==> src/rtl/seven_seg_scan_driver.sv <==
// Time-multiplexed driver for an N-digit common-anode seven-segment display.
// Captures a value on load, converts it to BCD by double-dabble (or uses it as hex), then scans the committed digits.
module seven_seg_scan_driver #(
  parameter int NUM_DIGITS = 4,
  parameter int BIN_WIDTH  = 14,
  parameter int CLK_HZ     = 50000000,
  parameter int REFRESH_HZ = 1000
) (
  input  logic                  clk,
  input  logic                  rst,
  input  logic [BIN_WIDTH-1:0]  value,
  input  logic                  load,
  input  logic                  hex_mode,
  input  logic                  blank_lz,
  input  logic [NUM_DIGITS-1:0] dp_in,
  output logic                  busy,
  output logic                  overflow,
  output logic [6:0]            segments,
  output logic                  dp_n,
  output logic [NUM_DIGITS-1:0] anodes_n
);

  localparam int SLOT_RAW = CLK_HZ / (REFRESH_HZ * NUM_DIGITS);
  localparam int P        = (SLOT_RAW < 1) ? 1 : SLOT_RAW;
  localparam int PW       = (P > 1) ? $clog2(P) : 1;
  localparam int IW       = (NUM_DIGITS > 1) ? $clog2(NUM_DIGITS) : 1;
  localparam int BCD_N    = (BIN_WIDTH + 2) / 3;
  localparam int BCD_D    = (BCD_N > NUM_DIGITS) ? BCD_N : NUM_DIGITS;
  localparam int BCD_BITS = 4 * BCD_D;
  localparam int DW       = 4 * NUM_DIGITS;
  localparam int HEX_W    = (BIN_WIDTH > DW) ? BIN_WIDTH : DW;
  localparam int CW       = $clog2(BIN_WIDTH + 1);
  localparam bit DEAD_EN  = (P > 1);

  localparam logic [6:0] SEG_BLANK = 7'h7F;
  localparam logic [6:0] SEG_DASH  = 7'b0111111;

  function automatic logic [63:0] pow10(input int n);
    logic [63:0] acc;
    acc = 64'd1;
    for (int k = 0; k < n; k++) begin
      acc = acc * 64'd10;
    end
    return acc;
  endfunction

  localparam logic [63:0] DEC_LIMIT = pow10(NUM_DIGITS);
  localparam logic [63:0] HEX_LIMIT = 64'd1 << DW;

  function automatic logic [BCD_BITS-1:0] dd_adjust(input logic [BCD_BITS-1:0] bcd);
    logic [BCD_BITS-1:0] res;
    res = bcd;
    for (int k = 0; k < BCD_D; k++) begin
      if (bcd[4*k +: 4] >= 4'd5) begin
        res[4*k +: 4] = bcd[4*k +: 4] + 4'd3;
      end else begin
        res[4*k +: 4] = bcd[4*k +: 4];
      end
    end
    return res;
  endfunction

  function automatic logic [6:0] seg7(input logic [3:0] nib, input logic is_hex);
    logic [6:0] s;
    case (nib)
      4'd0:    s = 7'b1000000;
      4'd1:    s = 7'b1111001;
      4'd2:    s = 7'b0100100;
      4'd3:    s = 7'b0110000;
      4'd4:    s = 7'b0011001;
      4'd5:    s = 7'b0010010;
      4'd6:    s = 7'b0000010;
      4'd7:    s = 7'b1111000;
      4'd8:    s = 7'b0000000;
      4'd9:    s = 7'b0010000;
      4'd10:   s = is_hex ? 7'b0001000 : SEG_BLANK;
      4'd11:   s = is_hex ? 7'b0000011 : SEG_BLANK;
      4'd12:   s = is_hex ? 7'b1000110 : SEG_BLANK;
      4'd13:   s = is_hex ? 7'b0100001 : SEG_BLANK;
      4'd14:   s = is_hex ? 7'b0000110 : SEG_BLANK;
      4'd15:   s = is_hex ? 7'b0001110 : SEG_BLANK;
      default: s = SEG_BLANK;
    endcase
    return s;
  endfunction

  typedef enum logic [1:0] {
    S_IDLE    = 2'd0,
    S_CONVERT = 2'd1,
    S_COMMIT  = 2'd2
  } state_t;

  state_t                r_state;
  logic                  r_busy;
  logic                  r_overflow;
  logic [BIN_WIDTH-1:0]  r_bin;
  logic [BCD_BITS-1:0]   r_bcd;
  logic [CW-1:0]         r_cnt;
  logic                  r_hex;
  logic [NUM_DIGITS-1:0] r_dp;
  logic                  r_ovf_cap;
  logic [DW-1:0]         r_disp;
  logic [NUM_DIGITS-1:0] r_disp_dp;
  logic                  r_disp_hex;
  logic [PW-1:0]         r_presc;
  logic [IW-1:0]         r_idx;
  logic [6:0]            r_segments;
  logic                  r_dp_n;
  logic [NUM_DIGITS-1:0] r_anodes_n;

  logic [63:0]           w_value_ext;
  logic [BCD_BITS-1:0]   w_bcd_adj;
  logic [HEX_W-1:0]      w_hex_ext;
  logic [DW-1:0]         w_commit_digits;
  logic                  w_zero_run;
  logic [NUM_DIGITS-1:0] w_lz;
  logic [3:0]            w_nib;
  logic                  w_dp_sel;
  logic [6:0]            w_seg_next;
  logic                  w_dp_n_next;
  logic [NUM_DIGITS-1:0] w_an_next;

  assign w_value_ext     = 64'(value);
  assign w_bcd_adj       = dd_adjust(r_bcd);
  assign w_hex_ext       = HEX_W'(r_bin);
  assign w_commit_digits = r_hex ? w_hex_ext[DW-1:0] : r_bcd[DW-1:0];

  // Load/convert/commit sequencer; the display register only changes in COMMIT.
  always_ff @(posedge clk) begin
    if (rst) begin
      r_state    <= S_IDLE;
      r_busy     <= 1'b0;
      r_overflow <= 1'b0;
      r_bin      <= '0;
      r_bcd      <= '0;
      r_cnt      <= '0;
      r_hex      <= 1'b0;
      r_dp       <= '0;
      r_ovf_cap  <= 1'b0;
      r_disp     <= '0;
      r_disp_dp  <= '0;
      r_disp_hex <= 1'b0;
    end else begin
      case (r_state)
        S_IDLE: begin
          if (load) begin
            r_bin     <= value;
            r_bcd     <= '0;
            r_cnt     <= '0;
            r_hex     <= hex_mode;
            r_dp      <= dp_in;
            r_ovf_cap <= hex_mode ? (w_value_ext >= HEX_LIMIT) : (w_value_ext >= DEC_LIMIT);
            if (hex_mode) begin
              r_state <= S_COMMIT;
            end else begin
              r_state <= S_CONVERT;
              r_busy  <= 1'b1;
            end
          end
        end
        S_CONVERT: begin
          r_bcd <= {w_bcd_adj[BCD_BITS-2:0], r_bin[BIN_WIDTH-1]};
          r_bin <= r_bin << 1;
          r_cnt <= r_cnt + 1'b1;
          if (r_cnt == CW'(BIN_WIDTH - 1)) begin
            r_state <= S_COMMIT;
          end
        end
        S_COMMIT: begin
          r_disp     <= w_commit_digits;
          r_disp_dp  <= r_dp;
          r_disp_hex <= r_hex;
          r_overflow <= r_ovf_cap;
          r_busy     <= 1'b0;
          r_state    <= S_IDLE;
        end
        default: begin
          r_state <= S_IDLE;
          r_busy  <= 1'b0;
        end
      endcase
    end
  end

  // Slot prescaler and digit index.
  always_ff @(posedge clk) begin
    if (rst) begin
      r_presc <= '0;
      r_idx   <= '0;
    end else if (r_presc == PW'(P - 1)) begin
      r_presc <= '0;
      r_idx   <= (r_idx == IW'(NUM_DIGITS - 1)) ? '0 : r_idx + 1'b1;
    end else begin
      r_presc <= r_presc + 1'b1;
    end
  end

  // w_lz[i] marks digits with nothing but zeros at and above them; digit 0 always shows.
  always_comb begin
    w_zero_run = 1'b1;
    w_lz       = '0;
    for (int i = NUM_DIGITS - 1; i >= 0; i--) begin
      w_zero_run = w_zero_run & (r_disp[4*i +: 4] == 4'd0);
      w_lz[i]    = w_zero_run;
    end
    w_lz[0] = 1'b0;
  end

  assign w_nib    = r_disp[{r_idx, 2'b00} +: 4];
  assign w_dp_sel = r_disp_dp[r_idx];

  // Pin values for the current slot, including dead time at the start of each slot.
  always_comb begin
    w_seg_next  = SEG_BLANK;
    w_dp_n_next = 1'b1;
    if (r_overflow) begin
      w_seg_next  = SEG_DASH;
      w_dp_n_next = 1'b1;
    end else if (blank_lz && w_lz[r_idx]) begin
      w_seg_next  = SEG_BLANK;
      w_dp_n_next = ~w_dp_sel;
    end else begin
      w_seg_next  = seg7(w_nib, r_disp_hex);
      w_dp_n_next = ~w_dp_sel;
    end
    if (DEAD_EN && (r_presc == '0)) begin
      w_an_next = '1;
    end else begin
      w_an_next = ~(NUM_DIGITS'(1) << r_idx);
    end
  end

  // Registered pin drivers, updated together.
  always_ff @(posedge clk) begin
    if (rst) begin
      r_segments <= SEG_BLANK;
      r_dp_n     <= 1'b1;
      r_anodes_n <= '1;
    end else begin
      r_segments <= w_seg_next;
      r_dp_n     <= w_dp_n_next;
      r_anodes_n <= w_an_next;
    end
  end

  assign busy     = r_busy;
  assign overflow = r_overflow;
  assign segments = r_segments;
  assign dp_n     = r_dp_n;
  assign anodes_n = r_anodes_n;

endmodule

==> config.mk <==
export PLATFORM = sky130hd
export DESIGN_NAME = seven_seg_scan_driver
export DESIGN_NICKNAME = d
export VERILOG_FILES = /design/src/rtl/seven_seg_scan_driver.sv
export SDC_FILE = /design/constraint.sdc
export NUM_CORES = 1
export LEC_CHECK = 0
export CAP_MARGIN = 5
export CORE_ASPECT_RATIO = 2
export CORE_UTILIZATION = 60
export CTS_BUF_LIST = sky130_fd_sc_hd__clkbuf_8
export DETAILED_ROUTE_END_ITERATION = 10
export GPL_TIMING_DRIVEN = 0
export PLACE_DENSITY = 0.83
export SLEW_MARGIN = 20
export SYNTH_ARGS = -nofsm -noshare
export SYNTH_HDL_FRONTEND = slang
export SYNTH_SLANG_ARGS = --single-unit
==> constraint.sdc <==
create_clock -name clk -period 3.3 [get_ports clk]
set_clock_uncertainty 0.1 [all_clocks]
set_input_delay 0.66 -clock clk [delete_from_list [all_inputs] [get_ports clk]]
set_output_delay 0.66 -clock clk [all_outputs]
set_load 0.01 [all_outputs]
==> out/results.tsv, run 1 <==
stage	metric	value	unit
routing	drcViolationCount	0	
power	p_int	1.700	mW
yosys	synth_ff_type	dfxtp_1	
outcome	status	complete, no violations	
placement	placedCellCount	640	
die	rows	43	
hold_path	hold_class	register to register	
worst_setup_path	crit_path_end_kind	primary output	
yosys	synth_top_family_by_area	simple AND/OR/NAND/NOR gates	
routing	num_vias	3780	
sta	period_minus_slack	2197	ps
yosys	yosysSeqAreaShare	42.21	%
clock_network	cts_hold_buf	0	
worst_setup_path	path_cells	clkdlybuf4s50_1	
sta	layout_worst_path_cycle_share	66.58	%
placement	place_ws	734.3	ps
clock_network	ctsResizeCount	0	
yosys	synthSimpleGateAreaFrac	20.11	%
global_route	grt_overflow	0	
sta	finalSetupViolations	0	
routing	detail-route-antenna-nets	0	
power	swShare	27.22	%
worst_setup_path	worst_ep_required_time	2540	ps
clock_network	cts.sinks	93	
worst_setup_path	worstSetupPathType	register to primary output	
yosys	synth_xor_area_share	3.972	%
sta	tightest_slew	773.4	ps
worst_setup_path	cp_slowest_stage_delay	590	ps
global_route	antenna_found_initial	0	
power	power	2.335	mW
yosys	ys_warn_count	0	
power	p_switching	635.7	µW
cells_and_area	num_antenna_cells	0	
placement	place_hpwl	7.865	mm
clock_network	cts_max_path_buffers	2	
yosys	netlist_instances	515	
sta	maxSlewViolCount	0	
cells_and_area	drive_gt1_share	7.244	%
placement	place_area	4873	µm²
cells_and_area	fin_nets	600	
sta	rsz0062_at_grt	false	
die	die_area	7719	µm²
clock_network	cts_setup_buffers	0	
worst_setup_path	cpLargestDelayFamily	buffers and inverters	
sta	setup_ws	1103	ps
clock_network	cts_root_buffer	clkbuf_8	
die	die_y	123.3	µm
yosys	netlist_area	4410	µm²
routing	drt-initial-drc-count	258	
yosys	synth-edff-count	0	
worst_setup_path	cp_slowest_cell	clkdlybuf4s50_1	
die	die_width	62.63	µm
global_route	grt_pass1_wl	17.23	mm
yosys	synth_nets	554	
power	seqPwrFrac	52.5	%
yosys	yosysUniqueCellTypes	47	
sta	fmax	455.2	MHz
placement	portBuffers	35	
die	pin_count	37	
clock_network	numCtsBuffers	9	
power	comb_power_share	14.7	%
routing	first_pass_iters	6	
global_route	grt_max_degree	16	
clock_network	cts_tree	yes	
placement	gp_congestion	0.8751	
global_route	grtUsageTotal	28.98	%
yosys	avgSynthCellArea	8.564	µm²
worst_setup_path	critPathMaxFanout	6	
cells_and_area	fin_area	5074	µm²
power	p_clk_share	32.9	%
routing	avgViaCountPerCell	5.762	
die	start_util	63.06	%
worst_setup_path	critPathBufInv	1	
sta	setup_tns	0	ps
power	power_leakage	1.843	nW
power	vdd_drop_max	0.3177	mV
cells_and_area	fin_cells	656	
sta	relSlewSlack	48.25	%
global_route	grt_pass1_vias	3880	
yosys	async_flop_share	0	%
yosys	muxShareOfSynthArea	7.631	%
routing	wl	10.15	mm
clock_network	clk_latency	370	ps
yosys	ys_ff_latch	93	
power	power_density	460.3	nW/µm²
yosys	synthAdderAreaFrac	4.539	%
die	core_area	6994	µm²
worst_setup_path	critPathLaunchType	register	
clock_network	clk_pin_slew	90	ps
cells_and_area	fillers	556	
flow_run	drv_cap	0	
cells_and_area	area_delta_synth_final	15.04	%
worst_setup_path	worst_ep_arrival_time	1440	ps
sta	hold_viol_final	0	
clock_network	htreeDepth	3	
routing	wl_per_cell	15.48	µm
yosys	synth-compound-area-share	16.00	%
layout by cell type (no fill, tap or decap), types with 9 or more instances in the layout:
cell type and instances:
a211oi_1 15, nor2_1 84, o21ai_0 11, dfxtp_1 93
clkbuf_8 10, xnor2_1 11, nand3_1 11, a21oi_1 29
a311oi_1 15, nand2_1 66, clkdlybuf4s50_1 35, xor2_1 9
inv_1 19, clkbuf_1 20, mux2i_1 22, ha_1 16
power by group through the flow:
stage / sequential (mW) / clock, mW / combinational, mW
floorplan: 1.24 / 0 / 0.222
global placement: 1.25 / 0 / 0.331
detailed placement: 1.25 / 0 / 0.340
CTS: 1.22 / 0.777 / 0.341
global route: 1.23 / 0.817 / 0.378
finish: 1.23 / 0.767 / 0.343
cells in the mapped netlist, drive strengths merged (2+ instances only):
library cell	number	area [µm²]
or2	2	12.51
ha	16	200.2
a311oi	15	131.4
nor3	9	50.05
mux2i	22	220.2
nand2b	9	63.81
mux4	5	116.4
o22ai	3	18.77
nor2	85	326.6
a21oi	29	145.1
o21ai	15	75.07
nand3	11	55.05
o211ai	5	37.54
nand3b	2	15.01
nor2b	3	18.77
xnor2	11	96.34
nor4	6	37.54
a41oi	2	17.52
o31ai	2	20.02
a211oi	15	112.6
clkbuf	20	75.07
a21o	4	30.03
nand2	66	247.7
dfxtp	93	1862
inv	19	71.32
buf	15	97.59
a32oi	3	26.28
xor2	9	78.83
a22oi	7	52.55
nand4	4	25.02
cell type report:
class | count | area, µm² | area share (%)
Timing Repair Buffer | 35 | 350.3 | 6.905
Clock buffer | 10 | 137.6 | 2.713
Clock inverter | 6 | 62.56 | 1.233
Inverter | 19 | 71.32 | 1.406
Sequential cell | 93 | 1862 | 36.70
Buffer | 35 | 172.7 | 3.403
Multi-Input combinational cell | 368 | 2305 | 45.43
Tap cell | 90 | 112.6 | 2.219
worst paths after layout:
path                              from                        end  slack, ps  cells after the start
max              overflow$_SDFFE_PP0N_                   overflow       1100                      1
min          r_disp_dp[3]$_SDFFE_PP0N_  r_disp_dp[3]$_SDFFE_PP0N_        360                      2
max reg2reg      r_idx[0]$_SDFFE_PP0P_     segments[3]$_SDFF_PP1_       1300                      6
min reg2reg  r_disp_dp[3]$_SDFFE_PP0N_  r_disp_dp[3]$_SDFFE_PP0N_        360                      2
kinds of logic after synthesis:
group / Yosys count
AND/OR/NAND/NOR: 201
multiplexers: 27
adder cells (fa/ha/maj): 16
buffers and inverters: 54
flip-flops: 93
AO/OA/AOI/OAI: 104
XOR/XNOR: 20
flip-flops by register name, indices dropped and copies added (netlist names):
signal	cells
r_cnt	4
r_bcd	16
r_dp	4
r_idx	2
r_hex	1
r_disp_dp	4
r_disp_hex	1
r_ovf_cap	1
r_presc	14
dp_n	1
r_bin	14
overflow	1
r_state	2
r_disp	16
segments	7
anodes_n	4
busy	1
per-stage QoR:
stage	util, %	hold slack (ps)
after detailed placement	69.68	349.2
after global placement	69.68	341.1
after floorplan	-	328.4
final	72.54	359.0
after CTS	72.54	361.1
after global routing	72.54	383.1
layer usage:
layer,share of wire (%),global-route usage (%),vias up,wire length [µm]
met1,35,24.62,1774,3552
met4,4.6,20.93,0,467
li1,-,-,1876,-
met2,57,58.29,98,5820
met5,0,0,-,0
met3,3.1,4.982,32,311
Note: power is estimated with default switching activity, not from simulation.
==> run 2, diff against run 1 <==
- CORE_UTILIZATION: 60 -> 54
- PLACE_DENSITY: 0.83 -> 0.79
- clock period: 3.3 -> 1.9 ns (I/O delays scaled with it)
==> out/results.tsv, run 2 (synthesis results as in run 1) <==
stage	metric	value	unit
clock_network	cts_tree	yes	
worst_setup_path	worst_ep_arrival_time	2010	ps
placement	place_hpwl	8.038	mm
placement	gp_congestion	0.9403	
power	power_density	762.8	nW/µm²
global_route	met3_usage	5.682	%
cells_and_area	fin_nets	607	
die	start_util	55.53	%
routing	wl	10.55	mm
cells_and_area	area_delta_synth_final	16.85	%
die	core_area	7943	µm²
cells_and_area	fin_area	5154	µm²
clock_network	clk_latency	370	ps
cells_and_area	fillers	681	
power	power_leakage	1.904	nW
cells_and_area	num_antenna_cells	0	
sta	period_minus_slack	1860	ps
die	rows	46	
routing	first_pass_iters	4	
clock_network	cts_max_path_buffers	2	
cells_and_area	regArea	1866	µm²
sta	fmax	537.7	MHz
cells_and_area	final_common_cell	dfxtp_1	
die	die_area	8555	µm²
worst_setup_path	critPathLaunchType	register	
global_route	grt_overflow	0	
routing	drt-initial-drc-count	258	
flow_run	drv_cap	0	
clock_network	cts_root_buffer	clkbuf_8	
clock_network	cts.sinks	93	
cells_and_area	multi_input_area	2337	µm²
global_route	antenna_found_initial	0	
worst_setup_path	worstSetupPathType	register to register	
worst_setup_path	critPathMaxFanout	5	
global_route	grt_max_degree	14	
global_route	grt_pass1_wl	16.88	mm
routing	num_vias	3863	
sta	layout_worst_path_cycle_share	97.88	%
routing	avgViaCountPerCell	5.792	
power	vdd_drop_max	0.5543	mV
outcome	status	complete, no violations	
sta	hold_viol_final	0	
sta	relSlewSlack	51.33	%
die	die_width	65.91	µm
die	die_y	129.8	µm
placement	portBuffers	35	
sta	finalSetupViolations	0	
cells_and_area	largestRegisters	r_bcd (16), r_disp (16)	
worst_setup_path	crit_path_end_kind	register	
placement	place_area	4881	µm²
worst_setup_path	worst_ep_required_time	2050	ps
global_route	grtUsageTotal	26.38	%
global_route	grt.busiest_layer	met2	
clock_network	numCtsBuffers	9	
global_route	grt_use_met2	52.52	%
clock_network	htreeDepth	3	
routing	drcViolationCount	0	
cells_and_area	drive_gt1_share	10.68	%
die	pin_count	37	
cells_and_area	final_cell_mix	dfxtp_1, nor2_1, nand2_1, clkdlybuf4s50_1, a21oi_1	
clock_network	clk_pin_slew	80	ps
routing	wl_per_cell	15.82	µm
hold_path	hold_class	register to register	
global_route	met1_usage	22.95	%
clock_network	cts_hold_buf	0	
sta	maxSlewViolCount	0	
power	power	3.931	mW
global_route	grt_pass1_vias	3771	
sta	tightest_slew	727.3	ps
routing	detail-route-antenna-nets	0	
sta	rsz0062_at_grt	true	
==> run 2: worst paths after layout <==
kind,startpoint,endpoint,slack (ps),depth (start not counted)
min,r_presc[0]$_SDFF_PP0_,r_presc[0]$_SDFF_PP0_,350,1
max reg2reg,r_idx[0]$_SDFFE_PP0P_,segments[6]$_SDFF_PP1_,40,6
max,r_idx[0]$_SDFFE_PP0P_,segments[6]$_SDFF_PP1_,40,6
min reg2reg,r_presc[0]$_SDFF_PP0_,r_presc[0]$_SDFF_PP0_,350,1
==> run 2: timing repair <==
item,in CTS,in global routing
pin swaps,1,6
cloned,0,1
setup buffers,4,3
gates resized for setup,7,18
setup endpoints to repair,15,47
==> run 2: metal layers <==
layer | vias to the layer above | routed length, µm | share of wire, %
met5 | - | 0 | 0
met4 | 0 | 325 | 3.1
met3 | 29 | 316 | 3.0
met2 | 100 | 6211 | 59
met1 | 1842 | 3700 | 35
li1 | 1892 | - | -
==> run 2: worst max-delay path, stage by stage (launching register included) <==
cell	delay (ps)
dfxtp_2	360
buf_8	120
mux4_2	560
buf_6	170
and3_4	180
o31ai_4	170
o21ai_1	80
==> run 2: metrics by stage <==
stage	std cells	utilization [%]	TNS (ps)	hold slack, ps	setup WS [ps]
after floorplan	515	-	0	328.4	63.09
after global placement	646	61.45	-9268	340.3	-409.8
after detailed placement	646	61.45	-10160	355.6	-400.0
after CTS	663	64.10	-2.300	367.2	-2.300
after global routing	667	64.89	-61.71	387.4	-26.86
final	667	64.89	0	353.5	40.27
==> run 2: final cells by class <==
class / count / area share, %
clock buffer: 11 / 2.938
timing repair buffer: 43 / 7.915
tap: 96 / 2.331
multi-input combinational: 368 / 45.35
clock inverter: 3 / 0.2671
buffer: 34 / 3.617
inverter: 19 / 1.384
sequential: 93 / 36.20
==> run 2: power by group <==
part / internal [mW] / switching [mW] / leakage, nW
Clock: 0.524 / 0.657 / 0.0922
Sequential: 2.05 / 0.0748 / 0.760
Combinational: 0.280 / 0.345 / 1.05
Total: 2.85 / 1.08 / 1.90
==> run 3, diff against run 2 <==
- CTS_CLUSTER_SIZE: not set -> 12
- SETUP_SLACK_MARGIN: not set -> 0.5
==> out/results.tsv, run 3 (synthesis results as in run 1) <==
stage	metric	value	unit
die	rows	46	
placement	place_area	4984	µm²
sta	fmax	537.0	MHz
worst_setup_path	critPathLaunchType	register	
sta	tightest_slew	960.4	ps
global_route	grt_max_degree	14	
routing	drcViolationCount	0	
sta	setup_ws	37.73	ps
cells_and_area	fin_nets	648	
global_route	antenna_found_initial	0	
clock_network	numCtsBuffers	9	
hold_path	hold_class	register to register	
cells_and_area	final_cell_mix	dfxtp_1, nor2_1, nand2_1, buf_4, mux2i_1	
placement	place_ws	-248.0	ps
clock_network	cts_tree	yes	
power	power_density	682.8	nW/µm²
sta	finalSetupViolations	0	
worst_setup_path	crit_path_end_kind	register	
outcome	status	complete, no violations	
routing	first_pass_iters	5	
cells_and_area	final_common_cell	dfxtp_1	
die	start_util	55.53	%
power	vdd_drop_max	0.6780	mV
routing	wl_per_cell	22.26	µm
cells_and_area	fillers	427	
cells_and_area	num_antenna_cells	0	
placement	placedCellCount	646	
clock_network	cts_hold_buf	0	
sta	rsz0062_at_grt	true	
power	power_leakage	2.362	nW
die	die_area	8555	µm²
routing	detail-route-antenna-nets	0	
worst_setup_path	worstSetupPathType	register to register	
global_route	grt_overflow	0	
cells_and_area	fin_area	6551	µm²
clock_network	cts_max_path_buffers	2	
sta	period_minus_slack	1862	ps
die	core_area	7943	µm²
cells_and_area	drive_gt1_share	41.57	%
die	pin_count	37	
routing	num_vias	4518	
global_route	grt_pass1_wl	20.41	mm
clock_network	cts_root_buffer	clkbuf_8	
clock_network	cts.sinks	93	
placement	gp_congestion	0.8642	
routing	drt-initial-drc-count	364	
cells_and_area	multi_input_area	3040	µm²
sta	hold_viol_final	0	
sta	hold_ws	366.7	ps
clock_network	clk_latency	390	ps
global_route	grt_pass1_vias	4252	
cells_and_area	area_delta_synth_final	48.54	%
worst_setup_path	worst_ep_arrival_time	2010	ps
cells_and_area	largestRegisters	r_bcd (16), r_disp (16)	
cells_and_area	fin_cells	707	
worst_setup_path	worst_ep_required_time	2050	ps
die	die_width	65.91	µm
die	die_y	129.8	µm
global_route	grtUsageTotal	32.03	%
placement	place_hpwl	7.982	mm
sta	maxSlewViolCount	0	
flow_run	drv_cap	0	
routing	wl	15.74	mm
sta	setup_tns	0	ps
routing	avgViaCountPerCell	6.390	
clock_network	clk_pin_slew	80	ps
cells_and_area	regArea	1909	µm²
sta	layout_worst_path_cycle_share	98.01	%
sta	relSlewSlack	35.97	%
placement	portBuffers	35	
clock_network	htreeDepth	3	
worst_setup_path	critPathMaxFanout	5	
## run 3: changes by cell type in the layout (fill, tap and decap cells not counted), sizes merged
cell,previous run,this run
bufinv,0,1
clkbuf,30,33
inv,20,21
clkinv,2,0
clkdlybuf4s50,35,20
dlygate4sd2,0,1
clkinvlp,0,1
buf,23,73
## run 3: report_power, final
part | switching (mW) | leakage, nW | internal (mW) | total [mW]
Combinational | 0.538 | 1.50 | 0.522 | 1.06
Sequential | 0.0963 | 0.771 | 2.04 | 2.14
Clock | 0.698 | 0.0896 | 0.578 | 1.28
Total | 1.33 | 2.36 | 3.14 | 4.47
## run 3: path summary, 6_finish.rpt
| path | from | end | slack, ps | cells past startpoint |
|---|---|---|---|---|
| worst max-delay path | r_idx[0]$_SDFFE_PP0P_ | segments[1]$_SDFF_PP1_ | 40 | 6 |
| worst min-delay path | r_presc[0]$_SDFF_PP0_ | r_presc[0]$_SDFF_PP0_ | 370 | 1 |
| worst max register to register | r_idx[0]$_SDFFE_PP0P_ | segments[1]$_SDFF_PP1_ | 40 | 6 |
| worst min register to register | r_presc[0]$_SDFF_PP0_ | r_presc[0]$_SDFF_PP0_ | 370 | 1 |
## run 3: repair_timing
action                                 in CTS  in global routing
setup endpoints to repair                 105                100
resized for setup                         153                154
gates cloned                                8                  3
endpoints found under the hold margin       0                  0
pin swaps                                  46                 42
buffers inserted                           27                 10
## run 3: area by class of cell
type | instances | area share (%)
inverters | 19 | 1.318
repair buffers | 83 | 12.72
multi-input cells | 368 | 46.41
flip-flops and latches | 93 | 29.14
clock buffers | 9 | 1.891
clock inverters | 4 | 0.6875
plain buffers | 35 | 5.997
well taps | 96 | 1.833
## run 3: worst max-delay path: stages, from the launching register on
cell	delay, ps
dfxtp_2	360
buf_6	130
mux4_2	590
nand2b_4	190
o22a_2	170
nor2b_1	120
o21ai_1	60
## run 3: per-stage QoR
stage | total power [mW] | utilization, %
final | 4.473 | 82.48
after floorplan | 2.569 | -
after CTS | 4.204 | 74.24
after global routing | 4.615 | 82.48
after global placement | 2.771 | 62.74
after detailed placement | 2.790 | 62.74
## run 3: layer usage
layer / wire [µm] / GRT usage, % / vias up
li1: - / - / 1979
met2: 8353 / 58.76 / 253
met1: 4996 / 29.31 / 2179
met5: 0 / 0 / -
met3: 924 / 6.818 / 107
met4: 1463 / 24.81 / 0
